==> config.mk <==
export PLATFORM = sky130hd
export DESIGN_NAME = fp_div_iter
export DESIGN_NICKNAME = d
export VERILOG_FILES = /design/src/rtl/fp_div_pkg.sv /design/src/rtl/fp_div_round.sv /design/src/rtl/fp_div_iter.sv
export SDC_FILE = /design/constraint.sdc
export NUM_CORES = 1
export LEC_CHECK = 0
export BUFFER_PORTS_ARGS = -buffer_cell sky130_fd_sc_hd__buf_2
export CORE_MARGIN = 4
export CORE_UTILIZATION = 55
export CTS_CLUSTER_DIAMETER = 30
export CTS_CLUSTER_SIZE = 30
export DETAILED_ROUTE_END_ITERATION = 16
export PLACE_DENSITY_LB_ADDON = 0.25
export SYNTH_ARGS = -nofsm -noshare
export SYNTH_HDL_FRONTEND = slang
export SYNTH_SLANG_ARGS = --single-unit
==> constraint.sdc <==
create_clock -name clk -period 7.1 [get_ports clk]
set_input_delay 2.13 -clock clk [delete_from_list [all_inputs] [get_ports clk]]
set_output_delay 2.13 -clock clk [all_outputs]
set_load 0.01 [all_outputs]
==> src/rtl/fp_div_pkg.sv <==
// fp_div_pkg: shared definitions for the iterative IEEE-754 divider.
//   state_t  - divider FSM states
//   FLG_*    - bit positions inside the 5-bit exception flag vector
//   qnan()   - canonical quiet NaN pattern for a given exponent/fraction width
package fp_div_pkg;

    typedef enum logic [2:0] {
        IDLE,
        PREP,
        ITER,
        ROUND,
        DONE
    } state_t;

    localparam int unsigned FLG_NV = 4;
    localparam int unsigned FLG_DZ = 3;
    localparam int unsigned FLG_OF = 2;
    localparam int unsigned FLG_UF = 1;
    localparam int unsigned FLG_NX = 0;

    // {0, all-ones exponent, fraction MSB set, rest zero}, right-aligned in 128 bits.
    function automatic logic [127:0] qnan(input int unsigned ew, input int unsigned mw);
        logic [127:0] v;
        v = '0;
        for (int unsigned i = 0; i < ew; i++) begin
            v[mw + i] = 1'b1;
        end
        v[mw - 1] = 1'b1;
        return v;
    endfunction

endpackage

==> src/rtl/fp_div_round.sv <==
// fp_div_round: combinational round-to-nearest-even, range check and packing
// for the iterative divider.
// Optional feature macro: FPDIV_FLAGS_EN (adds the flags output).
// Ports:
//   sign    in  1        result sign
//   exp_in  in  EW+2     signed biased exponent, quotient already in [1,2)
//   q       in  MW+3     quotient bits: hidden, fraction[MW], guard, round
//   sticky  in  1        final partial remainder is non-zero
//   res     out EW+MW+1  packed IEEE result
//   flags   out 5        {invalid, div_zero, overflow, underflow, inexact}
module fp_div_round
    import fp_div_pkg::*;
#(
    parameter int EW = 11,
    parameter int MW = 52
) (
    input  logic                 sign,
    input  logic signed [EW+1:0] exp_in,
    input  logic [MW+2:0]        q,
    input  logic                 sticky,
    output logic [EW+MW:0]       res
`ifdef FPDIV_FLAGS_EN
    ,
    output logic [4:0]           flags
`endif
);

    logic          g_bit;
    logic          s_bit;
    logic          inc;
    logic          carry;
    logic [MW-1:0] frac_r;
    logic signed [EW+1:0] exp_r;
    logic          of;
    logic          uf;
    logic          unused_hidden;

    // The hidden bit is always 1 by construction and carries no information.
    assign unused_hidden = q[MW+2];

    assign g_bit = q[1];
    assign s_bit = q[0] | sticky;
    assign inc   = g_bit & (s_bit | q[2]);

    assign {carry, frac_r} = {1'b0, q[MW+1:2]} + {{MW{1'b0}}, inc};
    assign exp_r = exp_in + $signed({{(EW+1){1'b0}}, carry});

    assign uf = exp_r[EW+1] || (exp_r == '0);
    assign of = !exp_r[EW+1] && (exp_r[EW:0] >= (EW+1)'(2**EW - 1));

    always_comb begin
        res = {sign, exp_r[EW-1:0], frac_r};
        if (of) begin
            res = {sign, {EW{1'b1}}, {MW{1'b0}}};
        end else if (uf) begin
            res = {sign, {(EW+MW){1'b0}}};
        end
    end

`ifdef FPDIV_FLAGS_EN
    always_comb begin
        flags = '0;
        if (of) begin
            flags[FLG_OF] = 1'b1;
            flags[FLG_NX] = 1'b1;
        end else if (uf) begin
            flags[FLG_UF] = 1'b1;
            flags[FLG_NX] = 1'b1;
        end else begin
            flags[FLG_NX] = g_bit | s_bit;
        end
    end
`endif

endmodule

==> src/rtl/fp_div_iter.sv <==
// fp_div_iter: sequential IEEE-754 divider a/b, radix-2 restoring, one
// quotient bit per cycle, round-to-nearest-even, subnormals flushed to zero.
// Optional feature macro: FPDIV_FLAGS_EN (adds out_flags and all flag logic).
// Ports:
//   clk        in   1        clock, rising edge
//   rst_n      in   1        asynchronous active-low reset
//   in_valid   in   1        operands valid
//   in_ready   out  1        idle, accepting operands
//   in_a       in   EW+MW+1  dividend
//   in_b       in   EW+MW+1  divisor
//   out_valid  out  1        result valid, held until out_ready
//   out_ready  in   1        consumer accepts result
//   out_data   out  EW+MW+1  quotient
//   out_flags  out  5        {invalid, div_zero, overflow, underflow, inexact}
module fp_div_iter
    import fp_div_pkg::*;
#(
    parameter int EW = 11,
    parameter int MW = 52
) (
    input  logic           clk,
    input  logic           rst_n,
    input  logic           in_valid,
    output logic           in_ready,
    input  logic [EW+MW:0] in_a,
    input  logic [EW+MW:0] in_b,
    output logic           out_valid,
    input  logic           out_ready,
    output logic [EW+MW:0] out_data
`ifdef FPDIV_FLAGS_EN
    ,
    output logic [4:0]     out_flags
`endif
);

    localparam int W    = EW + MW + 1;
    localparam int BIAS = 2**(EW-1) - 1;
    localparam int CW   = $clog2(MW + 3);
    localparam logic [W-1:0]       QNAN   = W'(qnan(EW, MW));
    localparam logic signed [EW+1:0] BIAS_X = (EW+2)'(BIAS);
    localparam logic signed [EW+1:0] ONE_X  = (EW+2)'(1);

    state_t state, state_nxt;

    logic [W-1:0]         a_r, b_r;
    logic                 sign_r;
    logic signed [EW+1:0] exp_r;
    logic [MW+1:0]        rem_r;
    logic [MW:0]          mb_r;
    logic [MW+2:0]        q_r;
    logic [CW-1:0]        cnt_r;
    logic                 spec_r;
    logic [W-1:0]         spec_res_r;

    // operand fields
    logic          sa, sb, sign_q;
    logic [EW-1:0] ea, eb;
    logic [MW-1:0] fa, fb;
    logic          a_nan, b_nan, a_inf, b_inf, a_zero, b_zero;
    logic [MW:0]   ma, mb;
    logic          ma_lt;
    logic signed [EW+1:0] e_diff, exp_init;
    logic [MW+1:0] rem_init;

    logic          spec;
    logic [W-1:0]  spec_res;

    logic          rem_ge;
    logic [MW+1:0] rem_sub, rem_nxt;
    logic [W-1:0]  rnd_res;

`ifdef FPDIV_FLAGS_EN
    logic [4:0] spec_flg, spec_flg_r, rnd_flg;
`endif

    assign sa = a_r[W-1];
    assign sb = b_r[W-1];
    assign ea = a_r[W-2:MW];
    assign eb = b_r[W-2:MW];
    assign fa = a_r[MW-1:0];
    assign fb = b_r[MW-1:0];
    assign sign_q = sa ^ sb;

    // Zero exponent covers both true zeros and subnormals (flush-to-zero).
    assign a_zero = (ea == '0);
    assign b_zero = (eb == '0);
    assign a_nan  = (ea == '1) && (fa != '0);
    assign b_nan  = (eb == '1) && (fb != '0);
    assign a_inf  = (ea == '1) && (fa == '0);
    assign b_inf  = (eb == '1) && (fb == '0);

    assign ma     = {1'b1, fa};
    assign mb     = {1'b1, fb};
    assign ma_lt  = (ma < mb);
    assign e_diff = $signed({2'b00, ea}) - $signed({2'b00, eb}) + BIAS_X;
    // Pre-normalise so the quotient lands in [1,2) and the first bit is always 1.
    assign exp_init = ma_lt ? (e_diff - ONE_X) : e_diff;
    assign rem_init = ma_lt ? {ma, 1'b0} : {1'b0, ma};

    always_comb begin
        spec     = 1'b1;
        spec_res = '0;
        if (a_nan || b_nan) begin
            spec_res = QNAN;
        end else if ((a_zero && b_zero) || (a_inf && b_inf)) begin
            spec_res = QNAN;
        end else if (b_zero) begin
            spec_res = {sign_q, {EW{1'b1}}, {MW{1'b0}}};
        end else if (a_zero) begin
            spec_res = {sign_q, {(W-1){1'b0}}};
        end else if (a_inf) begin
            spec_res = {sign_q, {EW{1'b1}}, {MW{1'b0}}};
        end else if (b_inf) begin
            spec_res = {sign_q, {(W-1){1'b0}}};
        end else begin
            spec = 1'b0;
        end
    end

`ifdef FPDIV_FLAGS_EN
    always_comb begin
        spec_flg = '0;
        if (!(a_nan || b_nan)) begin
            if ((a_zero && b_zero) || (a_inf && b_inf)) begin
                spec_flg[FLG_NV] = 1'b1;
            end else if (b_zero) begin
                spec_flg[FLG_DZ] = 1'b1;
            end
        end
    end
`endif

    // Restoring step: subtract divisor when it fits, then shift.
    assign rem_ge  = (rem_r >= {1'b0, mb_r});
    assign rem_sub = rem_ge ? (rem_r - {1'b0, mb_r}) : rem_r;
    assign rem_nxt = rem_sub << 1;

    fp_div_round #(
        .EW(EW),
        .MW(MW)
    ) u_round (
        .sign   (sign_r),
        .exp_in (exp_r),
        .q      (q_r),
        .sticky (rem_r != '0),
        .res    (rnd_res)
`ifdef FPDIV_FLAGS_EN
        ,
        .flags  (rnd_flg)
`endif
    );

    always_ff @(posedge clk or negedge rst_n) begin
        if (!rst_n) begin
            state <= IDLE;
        end else begin
            state <= state_nxt;
        end
    end

    // Specials also pass through ROUND so every result is published by the
    // same output register; this fixes the special-case latency at two cycles.
    always_comb begin
        state_nxt = state;
        in_ready  = 1'b0;
        out_valid = 1'b0;
        unique case (state)
            IDLE: begin
                in_ready = 1'b1;
                if (in_valid) state_nxt = PREP;
            end
            PREP:  state_nxt = spec ? ROUND : ITER;
            ITER:  if (cnt_r == '0) state_nxt = ROUND;
            ROUND: state_nxt = DONE;
            DONE: begin
                out_valid = 1'b1;
                if (out_ready) state_nxt = IDLE;
            end
            default: state_nxt = IDLE;
        endcase
    end

    always_ff @(posedge clk or negedge rst_n) begin
        if (!rst_n) begin
            a_r        <= '0;
            b_r        <= '0;
            sign_r     <= 1'b0;
            exp_r      <= '0;
            rem_r      <= '0;
            mb_r       <= '0;
            q_r        <= '0;
            cnt_r      <= '0;
            spec_r     <= 1'b0;
            spec_res_r <= '0;
            out_data   <= '0;
        end else begin
            unique case (state)
                IDLE: begin
                    if (in_valid) begin
                        a_r <= in_a;
                        b_r <= in_b;
                    end
                end
                PREP: begin
                    spec_r     <= spec;
                    spec_res_r <= spec_res;
                    sign_r     <= sign_q;
                    exp_r      <= exp_init;
                    rem_r      <= rem_init;
                    mb_r       <= mb;
                    q_r        <= '0;
                    cnt_r      <= CW'(MW + 2);
                end
                ITER: begin
                    q_r   <= {q_r[MW+1:0], rem_ge};
                    rem_r <= rem_nxt;
                    cnt_r <= cnt_r - 1'b1;
                end
                ROUND: begin
                    out_data <= spec_r ? spec_res_r : rnd_res;
                end
                default: ;
            endcase
        end
    end

`ifdef FPDIV_FLAGS_EN
    always_ff @(posedge clk or negedge rst_n) begin
        if (!rst_n) begin
            spec_flg_r <= '0;
            out_flags  <= '0;
        end else begin
            if (state == PREP) spec_flg_r <= spec_flg;
            if (state == ROUND) out_flags <= spec_r ? spec_flg_r : rnd_flg;
        end
    end
`endif

endmodule

# --- After elaboration in Yosys (flattened, before gate mapping) ---
# Cells that the tools add are included.
op_classes:
  bitwise: 4
  magnitude_cmp: 3
  n_eq_ne: 9
  n_addsub: 7
  n_reduce_logical: 24
  n_mux: 28
ops:
  columns: ["cell", "n"]
  rows:
  - ["$mux W64", 7]
  - ["$pmux W54 S2", 2]
  - ["$mux W63", 2]
  - ["$logic_not A52 Y1", 2]
  - ["$reduce_bool A52 Y1", 2]
  - ["$ge A54 B53 Y1", 1]
  - ["$mux W54", 1]
  - ["$reduce_bool A54 Y1", 1]
  - ["$add A52 B1 Y53", 1]
  - ["$lt A53 B53 Y1", 1]
  - ["$mux W53", 1]
  - ["$sub A53 B53 Y53", 1]
  - ["$eq A11 B11 Y1 const B", 2]
  - ["$logic_not A11 Y1", 2]
  - ["$pmux W3 S5", 1]
  - ["$add A12 B11 Y13 const B", 1]
  - ["$add A13 B2 Y13", 1]
  - ["$logic_not A13 Y1", 1]
  - ["$mux W13", 1]
  - ["$sub A13 B2 Y13 const B", 1]
  - ["$ge A12 B11 Y1 const B", 1]
  - ["$pmux W6 S2", 1]
  - ["$sub A11 B11 Y12", 1]
  - ["$mux W1", 9]
  - ["other kinds (17)", 31]
word_totals:
  in_bits: 132
  reg_bits: 441
  out_inout_bits: 66

# --- Logic depth before layout (Yosys ltp) ---
logic_depth:
  depth_word: 11
  ltp_mapped: 19
  mapped_depth_nobuf: 18

# --- By module ---
# A second synthesis with hierarchy kept.
hier_totals:
  hier_cells: 2628
  area_unflattened_um2: 23433.7
by_module_without_submodules:
  columns: ["module", "n_inst", "area_per_inst_um2", "cells_each"]
  rows:
  - ["fp_div_iter", 1, 21216.6, 2288]
  - ["fp_div_round", 1, 2217.1, 340]

# --- Least setup slack after synthesis ---
# Ideal clock, no wire load.
synth_timing:
  kind: "flip-flop to flip-flop"
  from: "register q_r[2]"
  to: "register out_data[42]"
  period_less_slack_ps: 4364
  path_slack_ps: 2736
  arrival_ps: 4229
  stages_incl_launch_ff: 19
  cell_sequence: "dfrtp_1 -> and2_1 -> ha_1 -> nand3_1 -> nor2_1 -> nand3_1 -> or4_1 -> nor4_1 -> ha_1 -> ha_1 -> nand3_1 -> xnor2_1 -> or4_1 -> nor4_1 -> a41o_1 -> nor3_2 -> nand2_1 -> clkbuf_1 -> o21ai_0"
synth_between:
  elab_chain_cells: 9
  elab_cells_between_ends: 12
  classes_between: "2 x add/sub; 1 x order compare; 3 x mux; 2 x bitwise; 4 x reduce/logical"
synth_lines:
  columns: ["element", "line", "rtl"]
  rows:
  - ["start: declaration", "fp_div_iter.sv:50", "logic [MW+2:0] q_r;"]
  - ["start signal: assignment", "fp_div_iter.sv:215", "q_r <= {q_r[MW+1:0], rem_ge};"]
  - ["$or A1 B1 Y1", "fp_div_round.sv:43", "assign inc = g_bit & (s_bit | q[2]);"]
  - ["$and A1 B1 Y1", "fp_div_round.sv:43", null]
  - ["$add A52 B1 Y53 *", "fp_div_round.sv:45", "assign {carry, frac_r} = {1'b0, q[MW+1:2]} + {{MW{1'b0}}, inc};"]
  - ["branches (longest 4 deep; another with $add A13 B2 Y13)", null, null]
  - ["$mux W63 *", "fp_div_round.sv:53", "if (of) begin"]
  - ["$mux W64 *", "fp_div_iter.sv:220", "out_data <= spec_r ? spec_res_r : rnd_res;"]
  - ["end signal: assignment", "fp_div_iter.sv:220", null]
  - ["end: declaration", "fp_div_iter.sv:29", "output logic [EW+MW:0] out_data"]
# Mark *: on every way between the ends.
# A chain may end at the register's enable or synchronous reset.

# --- Worst setup path after layout ---
layout_timing:
  from: "register q_r[2]"
  to: "register out_data[21]"
# Same word-level chain as after synthesis.

==> metrics.md <==
| Metric | Value |
|---|---|
| Register area | `9510 um^2` |
| Clock transition at path regs | `0.05 ns` |
| Kind of start point of the critical path | `flip-flop` |
| Cell area power density | `608 nW/um^2` |
| Most common flop cell mapped by yosys | `dfrtp_1` |
| Final weighted congestion in routability-driven placement | `0.935` |
| Global-route wire length before repair | `101000 um` |
| Endpoint required time on the critical path | `7.58 ns` |
| Total clock buffers created by CTS | `85` |
| Share of synthesized area occupied by flip-flops and latches | `42.6%` |
| Average routed wire per standard cell | `19.6 um` |
| Vias per std cell | `6.00` |
| CTS Hold Buffers Added | `0` |
| Number of synthesized register bits | `380` |
| H-tree levels | `3` |
| Maximum clock skew at final layout | `0.0296 ns` |
| Final Hold Fails | `0` |
| Layout cells sized above 1 | `18.8%` |
| Shortest clock period the worst path allows after layout | `5.66 ns` |
| Global routing met2 resource utilization | `45.2%` |
| Setup fix buffers added after clock tree synthesis | `0` |
| Buffers from clock root to sink, at most | `3` |
| Layout Nets | `2824` |
| Area of the mapped netlist | `22300 um^2` |
| Post-DP HPWL | `43900 um` |
| Antenna viol nets, final | `0` |
| Count of cells resized by post-cts repair | `0` |
| Source-to-sink clock delay at the later pin of the worst-skew pair | `0.64 ns` |
| Type of element capturing the critical path | `flip-flop` |
| Maximum ir drop on the vdd rail | `0.000385 V` |
| Slew Limit Fails | `0` |
| Relative max-transition margin | `28.9%` |
| Yosys synthesis warning count | `0` |
| Overall fraction of global-route tracks in use | `28.0%` |
| Unique cell type count in the Yosys netlist | `78` |
| Detailed Routing Iterations Pass 1 | `5` |
| Count of buffers from port buffering | `197` |
| Die boundary width | `209 um` |
| Worst setup path class | `flip-flop to flip-flop` |
| Area of combinational cells with multiple inputs | `11800 um^2` |
| Number of flops mapped to enable cells by yosys | `0` |
| Mapped Cells | `2397` |
| Share of async-settable or async-resettable flops after synthesis | `100%` |
| Net count after synthesis | `2653` |
| CTS Root Buffer Type | `clkbuf_16` |
| Number of antenna violations at the first check in global routing | `0` |
| Outcome | `finished clean` |
| F_max | `177 MHz` |
| Setup Total Neg Slack | `0 ns` |
| Die Ht | `209 um` |
| Average footprint of a synthesized cell | `9.30 um^2` |
| Layer carrying the most global-route usage | `met2` |
| Pin count of the biggest net entering global routing | `177` |
| Least setup slack across all paths after layout | `1.44 ns` |
| Worst hold slack across all endpoints | `0.467 ns` |
| Class of the tightest hold or removal check | `flip-flop to flip-flop` |
| Die ar. | `43800 um^2` |
| GR Layer Usage met1 | `38.7%` |
| Setup repair after global routing missed its margin | `false` |
| Drt drc | `0` |
| Core area | `39900 um^2` |
| Clock sink count | `380` |
| Number of max-capacitance violations reported | `0` |
| TritonCTS clock tree | `done` |
| Via Count | `19000` |
| Starting DRC count in detailed routing | `1519` |
| Most common cell after layout, fill and taps aside | `dfrtp_1` |
| Final design utilization | `66.9%` |
| Setup Slack @ Placement | `1.43 ns` |
| Crit path arrival time | `6.14 ns` |
| Number of inserted filler cells in the final layout | `3120` |
| Commonest non-fill, non-tap cells in the layout | `dfrtp_1, nand2_1, o21ai_0` |
| Area added between synthesis and finish | `19.6%` |
| Final worst-path cycle share | `79.8%` |
| Final wirelength | `62100 um` |
| Number of core rows | `73` |
| Antenna Cells | `0` |
| Final number of setup-violating endpoints | `0` |
| Ports placed on the boundary | `198` |
| Total overflow reported by the global router | `0` |
| Slew of the pin with the lowest slew margin | `1.07 ns` |
| Vias in the first global route | `19000` |
| Starting density of the core | `55.9%` |
| Global Route met3 Usage | `5.07%` |
| Crit Path Max Fanout | `50` |
| Static power due to leakage | `12.0 nW` |
worst max-delay path, stage by stage, from the launching register on:
cell and delay, ns:
dfrtp_1 0.40, and2_1 0.16, ha_1 0.18, nand3_1 0.11
nor2_1 0.32, nand3_1 0.29, or4_1 0.67, nor4_1 0.62
ha_1 0.33, ha_1 0.21, nand3_1 0.10, xnor2_1 0.17
or4_1 0.41, nor4_1 0.32, a41o_1 0.34, nor3_2 0.14
nand2_1 0.14, buf_4 0.38, o21ai_0 0.18
final cells by class:
cell class	count	share of cell area (%)
clock buffer	108	8.89
sequential	380	35.6
multi-input combinational	1744	44.1
tap	525	2.46
clock inverter	49	2.51
inverter	143	2.01
timing repair buffer	214	4.35
worst paths after layout:
kind / from / cells after the start / slack, ns / endpoint
min in group asynchronous: rst_n / 1 / 1.51 / a_r[32]
hold / removal: mb_r[52] / 2 / 0.47 / mb_r[52]
setup reg to reg: q_r[2] / 18 / 1.44 / out_data[21]
hold reg to reg: mb_r[52] / 2 / 0.47 / mb_r[52]
setup / recovery: q_r[2] / 18 / 1.44 / out_data[21]
max in group asynchronous: rst_n / 2 / 4.19 / out_data[53]
power by group:
group / leakage, nW / internal (mW) / switching [mW]
clock network: 1.47 / 2.71 / 1.33
logic: 5.73 / 3.46 / 4.83
registers: 4.78 / 2.98 / 0.920
synth_stat cells (5+ instances only):
library cell	count	area [um^2]
a2111oi_0	7	61.3
a211oi_1	17	128
a21o_1	45	338
a21oi_1	122	611
a22o_1	48	420
a22oi_1	6	45.0
a31oi_1	14	87.6
a41oi_1	6	52.6
and2_1	13	81.3
and3_1	12	75.1
and4_1	7	61.3
buf_1	8	30.0
buf_2	11	55.1
clkbuf_1	109	409
dfrtp_1	380	9510
ha_1	122	1530
inv_1	143	537
mux2_2	107	1200
mux2i_1	52	521
nand2_1	305	1140
nand2b_1	19	119
nand3_1	51	255
nand4_1	60	375
nor2_1	89	334
nor2b_1	12	75.1
nor3_1	36	180
nor4_1	58	363
o211ai_1	18	135
o21a_1	8	60.1
o21ai_0	229	1150
o21ai_1	14	70.1
o21bai_1	11	82.6
o22ai_1	46	288
or2_2	7	43.8
or4_1	5	37.5
xnor2_1	64	561
xor2_1	67	587
layer usage:
metal  vias up  share of wire, %
li1       8974                 -
met1      9239                44
met2       646                47
met3       116               6.2
met4         0               2.8
met5         -                 0
through the flow:
step / cells / total power [mW] / instance area (um^2)
6_report: 3163 / 16.2 / 26700
5_1_grt: 3163 / 17.4 / 26700
4_1_cts: 3163 / 16.2 / 26700
3_5_place_dp: 3006 / 12.0 / 23600
3_3_place_gp: 3006 / 11.8 / 23600
2_1_floorplan: 2397 / 9.96 / 22300
cell families after synthesis:
logic type,count (synthesis),synth area share [%]
compound gates,636,17.8
fa+ha+maj,124,7.02
xor+xnor,132,5.25
buf+inv,273,4.71
flops,380,42.6
mux,160,7.80
simple gates,692,14.8
flip-flops by register name, summed over array words and instances, names as in the netlist:
register / flops
b_r: 64
sign_r: 1
spec_res_r: 3
out_data: 64
a_r: 64
spec_r: 1
exp_r: 13
state: 3
mb_r: 53
q_r: 54
cnt_r: 6
rem_r: 54
Power figures use the tool's default switching activity.
